File: src/rtl/if_result_collector.sv
// Windowed sum/min/max/count collector for the IfEnt XOUT stream, one record per window.
// Define IF_COLLECT_SATURATE_EN to clamp the running sum at 2**NACC-1 instead of wrapping.
module if_result_collector #(
    parameter int NX     = 16,
    parameter int NACC   = 24,
    parameter int WINDOW = 8
) (
    input  logic                          CLK,
    input  logic                          RST_N,
    input  logic [NX-1:0]                 XIN,
    input  logic                          XIN_VALID,
    output logic                          XIN_READY,
    input  logic                          FLUSH,
    output logic                          OUT_VALID,
    input  logic                          OUT_READY,
    output logic [NACC-1:0]               SUM,
    output logic [NX-1:0]                 VMIN,
    output logic [NX-1:0]                 VMAX,
    output logic [$clog2(WINDOW+1)-1:0]   COUNT,
    output logic                          OVF
);

    localparam int CW = $clog2(WINDOW+1);

    localparam logic [0:0] ACC  = 1'b0;
    localparam logic [0:0] HOLD = 1'b1;

    logic [0:0]      state;

    logic [NACC-1:0] run_sum;
    logic [NX-1:0]   run_min;
    logic [NX-1:0]   run_max;
    logic [CW-1:0]   run_cnt;
    logic            run_ovf;

    logic [NACC-1:0] sum_p1;
    logic [NX-1:0]   vmin_p1;
    logic [NX-1:0]   vmax_p1;
    logic [CW-1:0]   count_p1;
    logic            ovf_p1;
    logic            vld_p1;

    logic            accept;
    logic            close;
    logic [NACC:0]   add_res;
    logic [NACC-1:0] acc_sum;
    logic [NX-1:0]   acc_min;
    logic [NX-1:0]   acc_max;
    logic [CW-1:0]   acc_cnt;
    logic            acc_ovf;

    // Returns {carry, sum}; the carry is the raw carry out of bit NACC-1 in both modes.
    function automatic logic [NACC:0] add_sample(input logic [NACC-1:0] acc,
                                                 input logic [NX-1:0]   x);
        logic [NACC:0] s;
        s = {1'b0, acc} + (NACC+1)'(x);
`ifdef IF_COLLECT_SATURATE_EN
        if (s[NACC]) s = {1'b1, {NACC{1'b1}}};
`endif
        return s;
    endfunction

    assign XIN_READY = (state == ACC);
    assign accept    = (state == ACC) && XIN_VALID;

    always_comb begin
        add_res = add_sample(run_sum, XIN);
        acc_sum = run_sum;
        acc_min = run_min;
        acc_max = run_max;
        acc_cnt = run_cnt;
        acc_ovf = run_ovf;
        if (accept) begin
            acc_sum = add_res[NACC-1:0];
            acc_ovf = run_ovf | add_res[NACC];
            acc_min = (XIN < run_min) ? XIN : run_min;
            acc_max = (XIN > run_max) ? XIN : run_max;
            acc_cnt = run_cnt + CW'(1);
        end
        // acc_cnt already includes a same-cycle sample, covering both flush cases
        close = (state == ACC) &&
                ((accept && (acc_cnt == CW'(WINDOW))) || (FLUSH && (acc_cnt != '0)));
    end

    always_ff @(posedge CLK or negedge RST_N) begin
        if (!RST_N) begin
            state    <= ACC;
            run_sum  <= '0;
            run_min  <= '1;
            run_max  <= '0;
            run_cnt  <= '0;
            run_ovf  <= 1'b0;
            sum_p1   <= '0;
            vmin_p1  <= '0;
            vmax_p1  <= '0;
            count_p1 <= '0;
            ovf_p1   <= 1'b0;
            vld_p1   <= 1'b0;
        end else if (state == ACC) begin
            if (close) begin
                sum_p1   <= acc_sum;
                vmin_p1  <= acc_min;
                vmax_p1  <= acc_max;
                count_p1 <= acc_cnt;
                ovf_p1   <= acc_ovf;
                vld_p1   <= 1'b1;
                run_sum  <= '0;
                run_min  <= '1;
                run_max  <= '0;
                run_cnt  <= '0;
                run_ovf  <= 1'b0;
                state    <= HOLD;
            end else if (accept) begin
                run_sum  <= acc_sum;
                run_min  <= acc_min;
                run_max  <= acc_max;
                run_cnt  <= acc_cnt;
                run_ovf  <= acc_ovf;
            end
        end else begin
            // Record stays frozen until the downstream stage takes it
            if (OUT_READY) begin
                vld_p1 <= 1'b0;
                state  <= ACC;
            end
        end
    end

    assign OUT_VALID = vld_p1;
    assign SUM       = sum_p1;
    assign VMIN      = vmin_p1;
    assign VMAX      = vmax_p1;
    assign COUNT     = count_p1;
    assign OVF       = ovf_p1;

endmodule

File: config.mk
export PLATFORM = sky130hd
export DESIGN_NAME = if_result_collector
export DESIGN_NICKNAME = d
export VERILOG_FILES = /design/src/rtl/if_result_collector.sv
export SDC_FILE = /design/constraint.sdc
export NUM_CORES = 1
export LEC_CHECK = 0
export CORE_UTILIZATION = 51
export CTS_CLUSTER_SIZE = 40
export DETAILED_ROUTE_END_ITERATION = 10
export HOLD_SLACK_MARGIN = 0.06
export PLACE_DENSITY_LB_ADDON = 0.12
export SKIP_LAST_GASP = 1
export SYNTH_ARGS = -nofsm -noshare
export SYNTH_HDL_FRONTEND = slang
export SYNTH_SLANG_ARGS = --single-unit
File: constraint.sdc
create_clock -name CLK -period 2.39 [get_ports CLK]
set_input_delay 0.478 -clock CLK [delete_from_list [all_inputs] [get_ports CLK]]
set_output_delay 0.478 -clock CLK [all_outputs]
set_load 0.01 [all_outputs]
## After elaboration in Yosys (flattened, before gate mapping)

Index checks and enable logic that the tools add are counted.

| word-level totals | value |
|---|---|
| register bits | 124 |
| bits of input ports | 21 |
| output and inout port bits | 63 |
| logic and storage cells | 54 |

| operators by class | value |
|---|---|
| add/subtract/negate cells | 2 |
| order comparisons | 2 |
| equal/unequal tests | 2 |
| muxes and demuxes | 23 |
| bitwise gates (word level) | 2 |
| reductions and logical operators | 11 |

Operators by type and width:

| cell | count |
|---|---|
| $mux 16 | 8 |
| $mux 24 | 3 |
| $add 24x16->25 | 1 |
| $gt 16x16->1 | 1 |
| $lt 16x16->1 | 1 |
| $mux 4 | 3 |
| $mux 1 | 9 |
| $reduce_and 2->1 | 3 |
| $add 4x1->4 const B | 1 |
| $eq 4x4->1 const B | 1 |
| $logic_and 1x1->1 | 4 |
| $reduce_bool 2->1 | 2 |
| $reduce_bool 4->1 | 1 |
| $ne 2x2->1 const B | 1 |
| $logic_or 1x1->1 | 1 |
| $not 1->1 | 1 |
| $or 1x1->1 | 1 |

## Depth between registers and ports, before layout

Gate-level depths: netlist (run 1).

| logic depth | value |
|---|---|
| depth in word-level cells | 9 |
| gate-level depth with buffers | 9 |
| gate-level depth less buffers | 8 |

## Worst setup path after synthesis (run 1)

Ideal clock, no wire load.

| timing path | value |
|---|---|
| path kind | input -> register |
| from | in XIN[0] |
| to | reg sum_p1[18] (netlist: SUM[18]) |
| library setup time | 0.134 ns |
| arrival time | 2.524 ns |
| data required time | 2.256 ns |
| setup slack | -0.269 ns |
| stages on the path | 9 |
| path buffers | 1 |
| path through | ha_1 fa_1 a21o_1 a221o_1 a211oi_1 buf_2 nor4_1 nor4b_1 a21oi_1 |

| on the way | value |
|---|---|
| cells in the longest elaborated chain, start to end | 2 |

RTL lines:

| item | line | text |
|---|---|---|
| start, declared | 10 | `input logic [NX-1:0] XIN,` |
| $add 24x16->25 | 56 | `s = {1'b0, acc} + (NACC+1)'(x);` |
| $mux 24 | 73 | `if (accept) begin` |
| end signal, assigned | 101 | `sum_p1 <= acc_sum;` |
| end, declared | 36 | `logic [NACC-1:0] sum_p1;` |

No other way between the ends.
A chain may end at the register's enable or synchronous reset.

## Final worst setup path (run 1)

| timing path | value |
|---|---|
| from | in XIN[1] |
| to | reg vmax_p1[12] (netlist: VMAX[12]) |

| on the way | value |
|---|---|
| cells in the longest elaborated chain, start to end | 3 |

RTL lines:

| item | line | text |
|---|---|---|
| $gt 16x16->1 | 77 | `acc_max = (XIN > run_max) ? XIN : run_max;` |
| $mux 16 | 77 |  |
| $mux 16 | 73 |  |
| end signal, assigned | 103 | `vmax_p1 <= acc_max;` |
| end, declared | 38 | `logic [NX-1:0] vmax_p1;` |

No other way between the ends.

==> results_dict.tcl, run 1 <==
set metrics [dict create \
    status "finished with violations" \
    violations "negative setup slack" \
    antenna_left 0 \
    slew_violations 0 \
    worst_slack_ns -0.170 \
    rr_worst_depth 10 \
    postSynthCellCount 713 \
    dp_hpwl_um 13000 \
    wl_um 22000 \
    grt_pass1_wl_um 33100 \
    dp.cells 1048 \
    num_vias 6641 \
    htree_levels 4 \
    synthArstFlopShare 1.00 \
    clock-sinks 124 \
    grt_usage 0.306 \
    startpoint_type "input port" \
    worstMarginPinSlew_ns 0.696 \
    synth_most_common_cell "nor2_1" \
    holdBufCountCts 0 \
    hold_class "in2async" \
    n_antenna_cell 0 \
    layout.cells.non_filler 1111 \
    ioPinCount 84 \
    gp_congestion 0.915 \
    synth_top_family_by_area "simple AND/OR/NAND/NOR gates" \
    grt_remaining_overflow 0 \
    dieHeight_um 117 \
    drive_above_1_share 0.317 \
    skew_ns 0.00912 \
    area_growth_pct 50.6 \
    final-setup-viol-count 37 \
    fmax_mhz 391 \
    clk_path_buf_depth 2 \
    synth-simple-area-share 0.179 \
    port_buffers 83 \
    power_density_nw_per_um2 1420 \
    yosysWarnings 0 \
    antenna_found_initial 0 \
    viasPerCell 5.98 \
    drt-wirelength-per-cell_um 19.8 \
    synth_seq_cells 124 \
    worst-endpoint-required_ns 2.71 \
    ys_top_cells_by_count "nor2_1, dfrtp_1, a21oi_1" \
    clk_latency_ns 0.43 \
    maxCapViolCount 0 \
    min_period_over_period 1.07 \
    dpl_worst_slack_ns -0.828 \
    yosysSeqAreaShare 0.459 \
    nets 996 \
    critPathKind "in2reg" \
    cts.reportedPaths.clkPinSlew_ns 0.06 \
    setup-tns-final_ns -4.17 \
    crit_fanout 5 \
    hold_viol_final 0 \
    synth_edf_count 0 \
    fp.dieW_um 117 \
    synthTopCellsByArea "dfrtp_1, ha_1, nor2_1" \
    synth_ff_type "dfrtp_1" \
    synth_area_per_cell_sq_um 9.54 \
    numCtsBuffers 17 \
    synthAdderAreaFrac 0.0913 \
    min_period_ns 2.56 \
    grt_pass1_vias 6541 \
    ir_worst_vdd_mv 0.877 \
    synth_fp_nets 783 \
    first_iter_violations 561 \
    clockRootBuffer "clkbuf_16" \
    drc 0 \
    cp-end-kind "register" \
    syn_area_sq_um 6800 \
    ys_types 61 \
    relSlewSlack 0.536 \
    synth_compound_area_frac 0.167 \
    synth-xor-area-share 0.0142 \
    start_util 0.530 \
    synth_top_area_cell "dfrtp_1" \
    core-area_sq_um 12800 \
    die-area_sq_um 13800 \
    cp_data_arrival_time_ns 2.88 \
    p_total_mw 14.6 \
    synthMuxAreaShare 0.0464 \
    synth_top_area_frac 0.397 \
    num_rows 41 \
    grt_max_degree 125 \
    first_pass_iters 7 \
    tritoncts "built" \
    utilization 0.799 \
    power.leakage_nw 4.41 \
    rsz0062_at_grt "true" \
]
==> critical path: stages <==
cell and delay [ns]:
dlygate4sd2_1 0.24, buf_6 0.15, ha_4 0.27, nor2b_4 0.13, o211ai_1 0.10, a2111o_1 0.48
a311oi_4 0.30, buf_4 0.20, buf_16 0.15, mux2i_4 0.29, a21oi_2 0.08
==> registers in the layout (all words and copies together) (netlist names), 4 cells and up <==
register  flops
SUM          24
VMIN         16
run_min      16
COUNT         4
run_cnt       4
VMAX         16
run_sum      24
run_max      16
==> stage by stage <==
step,hold slack [ns],instance area (sq um)
floorplan,0.182,6880
global placement,0.464,8710
detailed placement,0.477,8710
CTS,0.188,9760
global route,0.198,10200
finish,0.117,10200
==> report_power, final <==
group	switching (mW)	internal [mW]
logic	4.09	4.07
clock network	0.958	1.55
registers	0.729	3.17
==> path summary, 6_finish.rpt <==
kind | startpoint | end | slack, ns
worst min-delay path | RST_N | VMIN[3] | 0.12
max in group asynchronous | RST_N | run_sum[8] | 1.72
min in group CLK | SUM[5] | SUM[5] | 0.48
worst max-delay path | XIN[1] | VMAX[12] | -0.17
worst max register to register | run_max[1] | VMAX[12] | -0.17
worst min register to register | SUM[5] | SUM[5] | 0.48
==> kinds of logic (layout without fill, tap and decap cells) <==
kind of cell    Yosys count  after routing
fa+ha+maj                49             49
xor+xnor                 11             11
compound gates          178            179
mux                      31             31
buf+inv                  70            294
simple gates            250            251
flops                   124            124
==> layer usage <==
layer / vias up / GRT usage / wire [um]
met3: 82 / 0.0649 / 1560
li1: 2995 / - / -
met1: 3244 / 0.388 / 9020
met5: - / 0 / 0
met2: 320 / 0.499 / 10500
met4: 0 / 0.152 / 941
==> placed cells by master, fill, tap and decap left out, drive strengths merged, types with 7 or more instances in the layout <==
cell and count:
nand2 29, clkbuf 25, buf 142, nor2 115, nand3b 16, nand4 9, mux2i 27, a21oi 71
ha 48, nor3 12, inv 38, dlygate4sd2 7, a21o 8, o21ai 36, nand3 25, dfstp 16
a31oi 21, clkdlybuf4s50 66, dfrtp 108
==> layout make-up <==
type / instances / area, sq um
sequential: 124 / 3120
multi-input combinational: 521 / 4160
clock buffer: 20 / 447
timing repair buffer: 225 / 2040
fill: 747 / 2580
inverter: 37 / 139
clock inverter: 12 / 121
tap: 172 / 215
==> repair_timing <==
item,in CTS,in global routing
buffers inserted,15,15
endpoints found under the setup margin,104,86
pin swaps,36,37
cloned,3,3
gates resized for setup,92,83
No activity file was read; power rests on OpenSTA's default activity.
==> run 2, diff against run 1 <==
- GPL_TIMING_DRIVEN: default -> 1
==> results of run 2 <==
The final DEF is identical to that of run 1; final timing and power are the same.
